==> config.mk <==
export PLATFORM = sky130hd
export DESIGN_NAME = rnd_req_arbiter
export DESIGN_NICKNAME = d
export VERILOG_FILES = /design/src/rtl/rnd_req_arbiter.sv
export SDC_FILE = /design/constraint.sdc
export NUM_CORES = 1
export LEC_CHECK = 0
export CELL_PAD_IN_SITES_DETAIL_PLACEMENT = 1
export CELL_PAD_IN_SITES_GLOBAL_PLACEMENT = 1
export CORE_ASPECT_RATIO = 0.7
export CORE_MARGIN = 3
export CORE_UTILIZATION = 34
export CTS_BUF_LIST = sky130_fd_sc_hd__clkbuf_4
export DETAILED_ROUTE_END_ITERATION = 16
export PLACE_DENSITY_LB_ADDON = 0.08
export RECOVER_POWER = 50
export SLEW_MARGIN = 20
export SYNTH_ARGS = -nofsm -noshare
export SYNTH_HDL_FRONTEND = slang
export SYNTH_SLANG_ARGS = --single-unit
==> constraint.sdc <==
create_clock -name clk -period 1.65 [get_ports clk]
set_input_delay 0.495 -clock clk [delete_from_list [all_inputs] [get_ports clk]]
set_output_delay 0.495 -clock clk [all_outputs]
set_load 0.1 [all_outputs]
==> src/rtl/rnd_req_arbiter.sv <==
// Round-robin front end for a shared rnd_vec_gen.
// Sequences init/save/restore/next strobes and returns one word per grant.
module rnd_req_arbiter #(
    parameter int NREQ    = 3,
    parameter int WIDTH   = 16,
    parameter int GEN_LAT = 2
) (
    input  logic             clk,
    input  logic             rst,
    input  logic [NREQ-1:0]  req,
    output logic [NREQ-1:0]  ack,
    output logic [WIDTH-1:0] data_out,
    input  logic             replay,
    output logic             busy,
    output logic             gen_init,
    output logic             gen_save,
    output logic             gen_restore,
    output logic             gen_next,
    input  logic [WIDTH-1:0] gen_out
);

    localparam int IW = (NREQ > 1) ? $clog2(NREQ) : 1;
    localparam int CW = 4;
    localparam logic [CW-1:0] LAT_M1 = CW'(GEN_LAT - 1);
    localparam logic [IW-1:0] LAST = IW'(NREQ - 1);

    typedef enum logic [2:0] {
        S_INIT,
        S_SAVE,
        S_IDLE,
        S_STEP,
        S_WAIT,
        S_DELIVER,
        S_RESTORE
    } state_t;

    state_t        state;
    logic [IW-1:0] ptr;
    logic [IW-1:0] grant;
    logic [IW-1:0] winner;
    logic [IW-1:0] idx;
    logic          found;
    logic          replay_pend;
    logic [CW-1:0] cnt;

    // Circular search beginning at ptr; first set req bit wins.
    always_comb begin
        winner = ptr;
        found  = 1'b0;
        idx    = ptr;
        for (int i = 0; i < NREQ; i++) begin
            if (!found && req[idx]) begin
                found  = 1'b1;
                winner = idx;
            end
            idx = (idx == LAST) ? '0 : idx + IW'(1);
        end
    end

    always_ff @(posedge clk or posedge rst) begin
        if (rst) begin
            state       <= S_INIT;
            ptr         <= '0;
            grant       <= '0;
            replay_pend <= 1'b0;
            cnt         <= '0;
            ack         <= '0;
            data_out    <= '0;
            busy        <= 1'b1;
            gen_init    <= 1'b0;
            gen_save    <= 1'b0;
            gen_restore <= 1'b0;
            gen_next    <= 1'b0;
        end else begin
            gen_init    <= 1'b0;
            gen_save    <= 1'b0;
            gen_restore <= 1'b0;
            gen_next    <= 1'b0;
            ack         <= '0;
            busy        <= 1'b1;
            unique case (state)
                S_INIT: begin
                    gen_init <= 1'b1;
                    state    <= S_SAVE;
                end
                S_SAVE: begin
                    gen_save <= 1'b1;
                    state    <= S_IDLE;
                end
                S_IDLE: begin
                    busy <= 1'b0;
                    if (replay_pend || replay) begin
                        state <= S_RESTORE;
                    end else if (found) begin
                        grant <= winner;
                        state <= S_STEP;
                    end
                end
                S_STEP: begin
                    gen_next <= 1'b1;
                    cnt      <= LAT_M1;
                    state    <= S_WAIT;
                end
                S_WAIT: begin
                    if (cnt == '0) begin
                        state <= S_DELIVER;
                    end else begin
                        cnt <= cnt - CW'(1);
                    end
                end
                S_DELIVER: begin
                    data_out <= gen_out;
                    ack      <= NREQ'(1) << grant;
                    ptr      <= (grant == LAST) ? '0 : grant + IW'(1);
                    state    <= S_IDLE;
                end
                S_RESTORE: begin
                    gen_restore <= 1'b1;
                    replay_pend <= 1'b0;
                    state       <= S_IDLE;
                end
                default: state <= S_INIT;
            endcase
            // A replay seen while busy is remembered; repeats collapse.
            if (replay && state != S_IDLE) begin
                replay_pend <= 1'b1;
            end
        end
    end

endmodule

Yosys cells after proc, flatten, opt, wreduce, memory -nomap -nowiden
Index checks and enable logic that the tools add are counted.
- register bits after elaboration: 36
- bits of input ports: 22
- logic and storage cells: 76
- bitwise logic cells: 1
- mux-type cells: 28
- shift operators: 1
- order comparisons: 3
- add/sub/neg operators: 4
- equality and inequality tests: 13
- reductions and logical operators: 14
- operators with widths (cell ; count):
    one-hot mux 3 bit (5 select lines) ; 1
    2-to-1 mux 1 bit ; 13
    2-to-1 mux 3 bit ; 4
    2-to-1 mux 2 bit ; 5
    equality test 3 bit (second input constant) ; 3
    < comparator 2 x 3 -> 1 bit (second input constant) ; 3
    one-hot mux 4 bit (2 select lines) ; 1
    adder 2 x 1 -> 2 bit (second input constant) ; 3
    binary-select mux 1 bit (select 2 bit) ; 3
    equality test 2 bit (second input constant) ; 3
    equality test 3 x 2 -> 1 bit (second input constant) ; 2
    logical NOT 4 bit ; 1
    2-to-1 mux 4 bit ; 1
    inequality test 2 bit (second input constant) ; 2
    AND reduction 2 bit ; 2
    nonzero test 2 bit ; 2
    subtractor 4 x 1 -> 4 bit (second input constant) ; 1
    equality test 3 x 1 -> 1 bit (second input constant) ; 1
    logical AND 1 bit ; 3
    logical NOT 3 bit ; 1
    inequality test 3 x 2 -> 1 bit (second input constant) ; 1
    inequality test 3 bit (second input constant) ; 1
    AND reduction 3 bit ; 1
    OR reduction 3 bit ; 1
    4 further kinds ; 5

Depth between registers and ports, before layout
Gate-level depths: netlist of run 1.
- depth in word-level cells: 12
- depth in mapped cells: 5
- depth with buffers taken out: 5

Least setup slack after synthesis of run 1
OpenSTA, ideal clock, no wires.
- path kind: register -> register
- from: register state[2]
- to: register grant[1]
- period minus slack after synthesis: 1.636 ns
- library setup time: 0.125 ns
- slack: 0.014 ns
- cell stages (with the launch flop): 5
- data required time: 1.525 ns
- arrival time: 1.511 ns
- buffers on the path: 0
- cells stage by stage: dfrtp_1 > and2b_2 > nand2b_4 > or4_4 > mux2_4
- longest elaborated chain between the ends: 2
- RTL lines (item ; RTL line ; text):
    start: declaration ; 37 ; state_t state;
    start signal: assignment ; 62 ; state <= S_INIT;
    start signal: assignment ; 84 ; state <= S_SAVE;
    start signal: assignment ; 88 ; state <= S_IDLE;
    equality test 3 x 2 -> 1 bit ; 81 ; unique case (state)
    AND reduction 3 bit (no line) ; - ;
    end signal: assignment ; 95 ; grant <= winner;
    end: declaration ; 39 ; logic [IW-1:0] grant;
Every way passes these cells.
A chain may end at the register's enable or synchronous reset.

Worst setup path after layout of run 1
Ends and elaborated chain as after synthesis.

==> summary.txt, run 1 <==
Status
  – Run status: complete, no violations

Drt
  – DRT antenna net count: 0
  – Vias per cell: approximately 4.7
  – Via count: about 1100
  – Routed wire per std cell: 15.4 um
  – WL final: 3540 um
  – DRC: 0
  – DR pass1 iterations: 4
  – Initial DRC count: 29

STA
  – Final min period: around 1600 ps
  – Fin. max-slew vios: 0
  – Clock Skews: 4.75 ps
  – Post-layout worst setup margin: roughly 21 ps
  – Crit share post-route: between 90% and 100%
  – Hold Vio Cnt, Final: 0
  – Worst slew margin: roughly two fifths
  – Fmax: ~600 MHz
  – Final Setup Violations: 0
  – Least-Margin Pin Slew: between 800 and 900 ps
  – Hold slack: about 480 ps
  – Unrepaired setup endpoints after global routing: yes

Yosys
  – Largest family of logic cells by synthesized area: multiplexers
  – Library cells used by synthesis: 31
  – Synth Area in Simple Gates: 9.87%
  – Area share of fa/ha/maj cells after synthesis: 1.67%
  – Synth Area in Compound Gates: 8.37%
  – Synth Net Count: roughly 140
  – Mapped Area: roughly 1500 sq um
  – Mapped Cells: between 100 and 150
  – Warnings from Yosys: 0
  – #FFs+latches synth: 36
  – Mux contribution to synthesized area: ~15%
  – Synth Area in XOR/XNOR: under 10%
  – Seq/Total Area, Yosys: around three fifths
  – Syn avg cell area: between 10 and 15 sq um

Clock network
  – CTS tree: built
  – Clock Sinks: 36
  – Num CTS Buffers: 5
  – CTS Buffer Depth: 2
  – H-tree Lvls: 2
  – CTS root buf: clkbuf_4
  – Clk slew on worst S/H paths: 110 ps
  – Clk_lat worst skew: 330 ps

Placement
  – Cells after DPL: about 220
  – IO Port Bufs: 45
  – GP Congestion: roughly 0.72
  – DPL Wire Length: approximately 2600 um
  – Worst slack, placed: -343 ps

Global route
  – Gr usage total: 14.6%
  – Overflow after GRT: 0
  – Initial antenna violation count: 0
  – First-pass GRT wire length: just under 6000 um
  – Vias in the first global route: roughly 1100
  – Pin count of the biggest net entering global routing: 37

Floorplanning
  – Starting Density: roughly 37%
  – Core box area: around 4100 sq um
  – Die ar.: roughly 5200 sq um
  – Die Span X: between 80 and 90 um
  – I/O pin count: between 40 and 50
  – Height of the die: 61.5 um
  – Num rows: 19

Layout
  – Layout cells sized above 1: between 30% and 40%
  – Number of nets in the layout: about 200
  – Area grow syn2layout: 62.5%
  – Non-Filler Instances: 230
  – Diode count: 0
  – Final Util: between 50% and 60%
  – Most frequent cells in the layout: dfrtp_1, buf_12, clkdlybuf4s50_1, mux2_2, buf_4
  – Commonest non-fill, non-tap cell in the layout: dfrtp_1

Setup path
  – CP max FO: 3
  – Worst path required time: between 1500 and 2000 ps
  – WP data arrival: 1860 ps
  – Worst setup EP type: flip-flop
  – CP Class: flip-flop to flip-flop
  – Crit start category: flip-flop

Flow run
  – Max-cap violations: 0

Min path
  – Worst min path class: flip-flop to flip-flop
-- cells by family after synthesis --
| logic type | Yosys count |
|---|---|
| compound gates | 16 |
| xor+xnor | 2 |
| fa+ha+maj | 2 |
| buf+inv | 12 |
| flops | 36 |
| mux | 20 |
| simple gates | 26 |
-- through the flow --
stage          instance area [sq um]  TNS, ps
5_1_grt                         2430    -67.2
3_5_place_dp                    2340     -964
4_1_cts                         2420        0
6_report                        2430        0
2_1_floorplan                   1500        0
3_3_place_gp                    2340     -794
-- final timing paths --
| kind | startpoint | endpoint | slack (ps) | depth (start not counted) |
|---|---|---|---|---|
| min in group asynchronous | rst | data_out[12] | 850 | 3 |
| min reg2reg | grant[0] | ack[2] | 480 | 1 |
| max | state[2] | grant[1] | 20 | 4 |
| min | grant[0] | ack[2] | 480 | 1 |
| max in group asynchronous | rst | state[1] | 200 | 3 |
| max reg2reg | state[2] | grant[1] | 20 | 4 |
-- synthesized netlist by cell type (all sizes together) --
master	instances	area [sq um]
or2b	1	8.76
nand3b	1	7.51
nand2b	1	13.8
inv	8	30.0
and2b	1	8.76
ha	2	25.0
o31ai	1	7.51
clkbuf	3	11.3
a21o	3	22.5
xnor2	1	8.76
or4	2	18.8
nor2	3	11.3
nor3	4	20.0
nor2b	1	6.26
o21ai	3	15.0
o22ai	1	6.26
dfrtp	35	876
buf	1	11.3
mux2i	3	30.0
dfstp	1	26.3
nor3b	2	15.0
a21oi	1	5.00
a211oi	5	50.1
nand2	10	37.5
a32o	1	10.0
mux2	17	195
xor2	1	8.76
o2bb2ai	1	8.76
-- area by class of cell --
class / count / area, sq um
sequential: 36 / 903
fill: 400 / 1640
tap: 52 / 65.1
clock inverter: 3 / 37.5
clock buffer: 5 / 37.5
inverter: 8 / 30.0
multi-input combinational: 66 / 541
timing repair buffer: 60 / 816
-- registers in the layout (all words and copies together) (netlist names) --
signal       count
ptr              2
state            3
gen_save         1
cnt              4
gen_restore      1
gen_next         1
replay_pend      1
busy             1
gen_init         1
ack              3
data_out        16
grant            2
-- worst max-delay path: stages (launching register included) --
cell      delay, ps
dfrtp_1         400
and2b_2         250
nand2b_4         70
or4_4           500
mux2_4          310
-- per-layer routing --
layer	wire length (um)	global-route usage, %	part of all wire [%]	vias to the layer above
met5	0	0	0	-
met4	13	4.74	0.37	0
met3	222	5.48	6.3	2
met2	1800	24.0	51	33
met1	1510	18.1	43	538
li1	-	-	-	518
-- timing repair --
item,4_1_cts,5_1_grt
resized for setup,0,2
hold endpoints to repair,0,0
buffers inserted,0,3
setup endpoints to repair,0,6
hold buffers,0,0
Power of run 1 is left out: the tool's default activity adds up to more than one toggle a clock period on the data nets, which glitch-free logic cannot reach.
==> run 2: changes to the inputs <==
--- a/config.mk
+++ b/config.mk
@@ -9,9 +9,10 @@
 export CELL_PAD_IN_SITES_GLOBAL_PLACEMENT = 1
 export CORE_ASPECT_RATIO = 0.7
 export CORE_MARGIN = 3
-export CORE_UTILIZATION = 34
+export CORE_UTILIZATION = 46
 export CTS_BUF_LIST = sky130_fd_sc_hd__clkbuf_4
 export DETAILED_ROUTE_END_ITERATION = 16
+export DONT_BUFFER_PORTS = 1
 export PLACE_DENSITY_LB_ADDON = 0.08
 export RECOVER_POWER = 50
 export SLEW_MARGIN = 20
==> run 2 against run 1 <==
Register-to-register slack is essentially flat. Count of clock-buffer cells in the layout up 2. Design area down 24%. Clock skew grew 5.6 ps. Non-clock buffer count decreased by 37. Final cell count shrank 23%. Critical path depth unchanged. Die area decreased by 24%. Worst hold slack worse by 210 ps. Sequential share of layout area is 12 points higher. Core utilization increased by 2.9 points. Worst setup slack lost 7.9 ps. Critical endpoint unchanged. Largest cell class unchanged.
==> summary.txt, run 2 (synthesis gave the netlist of run 1 again) <==
Layout
  – Final Util: 62.7% (+2.9 points)
  – Max reg flops: 16 (unchanged)
  – Number of nets in the layout: 164 (-18%)
  – Largest registers: data_out (16), cnt (4)
  – Commonest non-fill, non-tap cell in the layout: dfrtp_1
  – Area grow syn2layout: 23.4%
  – Top reg by flops: data_out
  – Layout cells sized above 1: 45.4% (+6.6 points)
  – Most frequent cells in the layout: dfrtp_1, mux2_2, buf_4, nand2_1, dfrtp_2
  – Filler Cell Count: 279 (-30%)
  – Diode count: 0 (unchanged)

Clock network
  – CTS root buf: clkbuf_4
  – Clk_lat worst skew: 330 ps (about the same)
  – CTS Buffer Depth: 2 (unchanged)
  – H-tree Lvls: 2 (unchanged)
  – Clock Sinks: 36 (unchanged)
  – Clk slew on worst S/H paths: 110 ps (about the same)
  – Hold Buf Count CTS: 0 (unchanged)
  – Num CTS Buffers: 5 (unchanged)
  – CTS tree: built

Floorplanning
  – I/O pin count: 46 (unchanged)
  – Core box area: 2940 sq um (-28%)
  – Die ar.: 3980 sq um (-24%)
  – Die Span X: 74.1 um (-13%)
  – Height of the die: 53.7 um (-13%)
  – Starting Density: 50.8% (+14 points)
  – Num rows: 16 (-3)

STA
  – Crit share post-route: 99.2% (+0.48 points)
  – Hold slack: 269 ps (-210 ps)
  – Worst slew margin: 42.0% (+0.86 points)
  – Fmax: 611 MHz (-0.48%)
  – Setup tns final: 0 ps (unchanged)
  – Clock Skews: 10.4 ps (+5.61 ps)
  – Final min period: 1640 ps (+7.91 ps)
  – Final Setup Violations: 0 (unchanged)
  – Fin. max-slew vios: 0 (unchanged)
  – Hold Vio Cnt, Final: 0 (unchanged)
  – Least-Margin Pin Slew: 871 ps (-12.9 ps)

Flow run
  – Max-cap violations: 0 (unchanged)

Setup path
  – Crit start category: flip-flop
  – CP Class: flip-flop to flip-flop
  – Flop-to-flop setup slack: 10 ps (about the same)
  – WP data arrival: 1860 ps (about the same)
  – FF-to-FF path depth: 4 (unchanged)
  – Reg2reg end: grant[1]
  – Worst path required time: 1870 ps (about the same)
  – CP max FO: 3 (unchanged)
  – R2r startpoint: state[2]
  – Worst setup EP type: flip-flop

Global route
  – Initial antenna violation count: 0 (unchanged)
  – Vias in the first global route: 1038 (-9.2%)
  – Met3 Usage GRT: 8.02% (+2.5 points)
  – GR Util met1: 20.1% (+1.9 points)
  – Met2 Use GR: 28.4% (+4.4 points)
  – Pin count of the biggest net entering global routing: 37 (unchanged)
  – First-pass GRT wire length: 4910 um (-15%)
  – Overflow after GRT: 0 (unchanged)
  – Gr usage total: 17.1% (+2.6 points)
  – Gr busiest metal: met2

Placement
  – DPL Wire Length: 2350 um (-11%)
  – IO Port Bufs: 0 (-100%)
  – GP Congestion: 0.722 (+0.43%)

Min path
  – Worst min path class: primary input to flip-flop
  – Worst hold path depth: 2 (+1)
  – Hold endpoint: replay_pend
  – Hold Crit Start: replay

Status
  – Run status: complete, no violations

Drt
  – DR pass1 iterations: 4 (unchanged)
  – Routed wire per std cell: 18.1 um (+18%)
  – DRC: 0 (unchanged)
  – DRT antenna net count: 0 (unchanged)
  – Via count: 985 (-9.7%)
  – Vias per cell: 5.56 (+17%)
  – WL final: 3210 um (-9.5%)
  – Initial DRC count: 29 (unchanged)
run 2: how the worst max path moves through the flow:
stage	start	end	slack, ps	depth (start not counted)
after floorplan	state[2]	grant[1]	10	4
after global placement	state[2]	grant[1]	60	4
after detailed placement	state[2]	grant[1]	20	4
after CTS	state[1]	grant[1]	20	4
after global routing	state[1]	grant[1]	-30	4
final	state[2]	grant[1]	10	4
run 2: per-layer routing:
metal	part of all wire [%]	up-vias	wire length [um]
met1	41	492	1320
met3	9.3	2	299
met2	49	41	1580
met4	0.25	0	8
li1	-	450	-
met5	0	-	0
run 2: area by class of cell:
cell class                      instances  area, sq um  area share, %
Multi-Input combinational cell         66          541           29.3
Tap cell                               36         45.0           2.44
Clock inverter                          1         5.00          0.271
Inverter                                8         30.0           1.63
Sequential cell                        36          915           49.6
Timing Repair Buffer                   23          258           14.0
Clock buffer                            7         52.6           2.85
run 2: worst max-delay path, stage by stage (launching register included):
cell	delay, ps
dfrtp_1	390
and2b_2	270
nand2b_4	60
or4_4	500
mux2_4	310
run 2: what timing repair did:
item | in CTS | in global routing
hold endpoints to repair | 0 | 0
setup endpoints to repair | 10 | 1
gates resized for setup | 10 | 0
setup buffers | 0 | 3
run 2: through the flow:
step                      std cells  setup slack (ps)  instance area [sq um]
after floorplan                 114              13.8                   1500
after global placement          166              62.4                   1760
after detailed placement        166              17.8                   1760
after CTS                       174              18.2                   1830
after global routing            177             -30.4                   1850
final                           177              13.2                   1850
Power of run 2 is left out for the same reason.
==> run 3: changes to the inputs <==
--- a/config.mk
+++ b/config.mk
@@ -9,11 +9,11 @@
 export CELL_PAD_IN_SITES_GLOBAL_PLACEMENT = 1
 export CORE_ASPECT_RATIO = 0.7
 export CORE_MARGIN = 3
-export CORE_UTILIZATION = 46
+export CORE_UTILIZATION = 34
 export CTS_BUF_LIST = sky130_fd_sc_hd__clkbuf_4
 export DETAILED_ROUTE_END_ITERATION = 16
-export DONT_BUFFER_PORTS = 1
-export PLACE_DENSITY_LB_ADDON = 0.08
+export GPL_TIMING_DRIVEN = 1
+export PLACE_DENSITY_LB_ADDON = 0.15
 export RECOVER_POWER = 50
 export SLEW_MARGIN = 20
 export SYNTH_ARGS = -nofsm -noshare
==> run 3 against run 2 <==
Design area up 29%. First-iteration DRC count down 17%. Register-to-register slack better by 40 ps. Critical path type unchanged. Highest routed layer unchanged.
==> summary.txt, run 3 (synthesis gave the netlist of run 1 again) <==
Setup path
  – WP data arrival: 1820 ps (-40 ps)
  – Crit-path cells: and2b_2, nand2b_4, or4_4, mux2_4
  – CP max-delay cell: or4_4
  – CP Class: flip-flop to flip-flop
  – Reg2reg end: grant[1]
  – Worst setup path endpoint: grant[1]
  – Worst path required time: 1880 ps (about the same)
  – Crit. path cell count: 4 (unchanged)
  – FF-to-FF path depth: 4 (unchanged)
  – Crit. Startpoint: state[1]
  – Worst setup EP type: flip-flop
  – Flop-to-flop setup slack: 50 ps (+40 ps)
  – Crit start category: flip-flop
  – Slowest stage delay, CP: 490 ps (about the same)
  – WP buf/inv: 0 (unchanged)
  – CP delay by family, top: simple AND/OR/NAND/NOR gates
  – CP max FO: 6 (+3)
  – R2r startpoint: state[1]

Drt
  – Routed wire per std cell: 15.0 um (-17%)
  – DR pass1 iterations: 3 (-1)
  – Vias per cell: 4.72 (-15%)
  – DRC: 0 (unchanged)
  – Initial DRC count: 24 (-17%)
  – WL final: 3390 um (+5.6%)
  – Via count: 1067 (+8.3%)
  – DRT antenna net count: 0 (unchanged)

Layout
  – Area grow syn2layout: 59.0%
  – Commonest non-fill, non-tap cell in the layout: dfrtp_1
  – Most frequent cells in the layout: dfrtp_1, buf_12, clkdlybuf4s50_1, mux2_2, nand2_1
  – Diode count: 0 (unchanged)
  – Number of nets in the layout: 197 (+20%)
  – Largest registers: data_out (16), cnt (4)
  – Max reg flops: 16 (unchanged)
  – Non-Filler Instances: 226 (+28%)
  – Layout cells sized above 1: 37.4% (-8.0 points)
  – Top reg by flops: data_out

STA
  – Worst slew margin: 42.2% (+0.29 points)
  – Least-Margin Pin Slew: 866 ps (-4.34 ps)
  – Final min period: 1600 ps (-40.9 ps)
  – Fmax: 627 MHz (+2.6%)
  – Fin. max-slew vios: 0 (unchanged)
  – Final Setup Violations: 0 (unchanged)
  – Clock Skews: 6.04 ps (-4.32 ps)
  – Unrepaired setup endpoints after global routing: yes
  – Hold Vio Cnt, Final: 0 (unchanged)
  – Crit share post-route: 96.7% (-2.5 points)

Clock network
  – CTS root buf: clkbuf_4
  – CTS Buffer Depth: 2 (unchanged)
  – Num CTS Buffers: 5 (unchanged)
  – CTS tree: built
  – Post_cts resized: 0 (-10)
  – H-tree Lvls: 2 (unchanged)
  – Post-CTS setup buffers: 0 (unchanged)
  – Clk_lat worst skew: 330 ps (about the same)
  – Hold Buf Count CTS: 0 (unchanged)
  – Clk slew on worst S/H paths: 100 ps (about the same)
  – Clock Sinks: 36 (unchanged)

Placement
  – DPL Wire Length: 2630 um (+12%)
  – GP Congestion: 0.810 (+12%)
  – IO Port Bufs: 45 (+45)
  – Cells after DPL: 218 (+31%)

Floorplanning
  – Starting Density: 36.8% (-14 points)
  – Num rows: 19 (+3)
  – Height of the die: 61.5 um (+14%)
  – Die Span X: 85.3 um (+15%)
  – I/O pin count: 46 (unchanged)
  – Core box area: 4070 sq um (+38%)
  – Die ar.: 5240 sq um (+32%)

Status
  – Run status: complete, no violations

Global route
  – Gr usage total: 14.1% (-3.1 points)
  – Pin count of the biggest net entering global routing: 37 (unchanged)
  – Overflow after GRT: 0 (unchanged)
  – First-pass GRT wire length: 5520 um (+13%)
  – Initial antenna violation count: 0 (unchanged)
  – Vias in the first global route: 1118 (+7.7%)

Flow run
  – Max-cap violations: 0 (unchanged)

Min path
  – Worst min path class: flip-flop to flip-flop
==> run 3: changes by cell type in the layout (fill, tap and decap cells not counted), sizes merged <==
| cell | before | now |
|---|---|---|
| clkdlybuf4s50 | 0 | 20 |
| buf | 22 | 34 |
| dlygate4sd3 | 0 | 1 |
==> run 3: per-stage QoR <==
step           utilization, %  setup TNS [ps]  hold slack [ps]  area (sq um)  setup WS (ps)
2_1_floorplan               -               0              433          1500           13.8
3_3_place_gp             57.5            -582              448          2340           -254
3_5_place_dp             57.5            -707              465          2340           -297
4_1_cts                  58.8               0              470          2390           52.8
5_1_grt                  58.5           -1.97              525          2380          -1.97
6_report                 58.5               0              478          2380           54.1
==> run 3: worst min-delay path by stage <==
stage / startpoint / endpoint / slack, ps / cells after the start
after global routing: grant[0] / ack[2] / 520 / 1
after global placement: grant[0] / ack[2] / 450 / 1
final: grant[0] / ack[2] / 480 / 1
after detailed placement: grant[0] / ack[2] / 470 / 1
after CTS: grant[0] / ack[2] / 470 / 1
after floorplan: grant[0] / ack[2] / 430 / 1
==> run 3: final cells by class <==
cell class / count / area (sq um)
fill: 416 / 1690
sequential: 36 / 902
timing repair buffer: 56 / 783
multi-input combinational: 66 / 541
tap: 52 / 65.1
clock buffer: 7 / 52.6
inverter: 8 / 30.0
clock inverter: 1 / 3.75
==> run 3: layer usage <==
layer / global-route usage, % / wire, um
met1: 17.4 / 1510
met2: 22.9 / 1640
met3: 4.55 / 214
met4: 6.77 / 31
met5: 0 / 0
Power of run 3 is left out for the same reason.
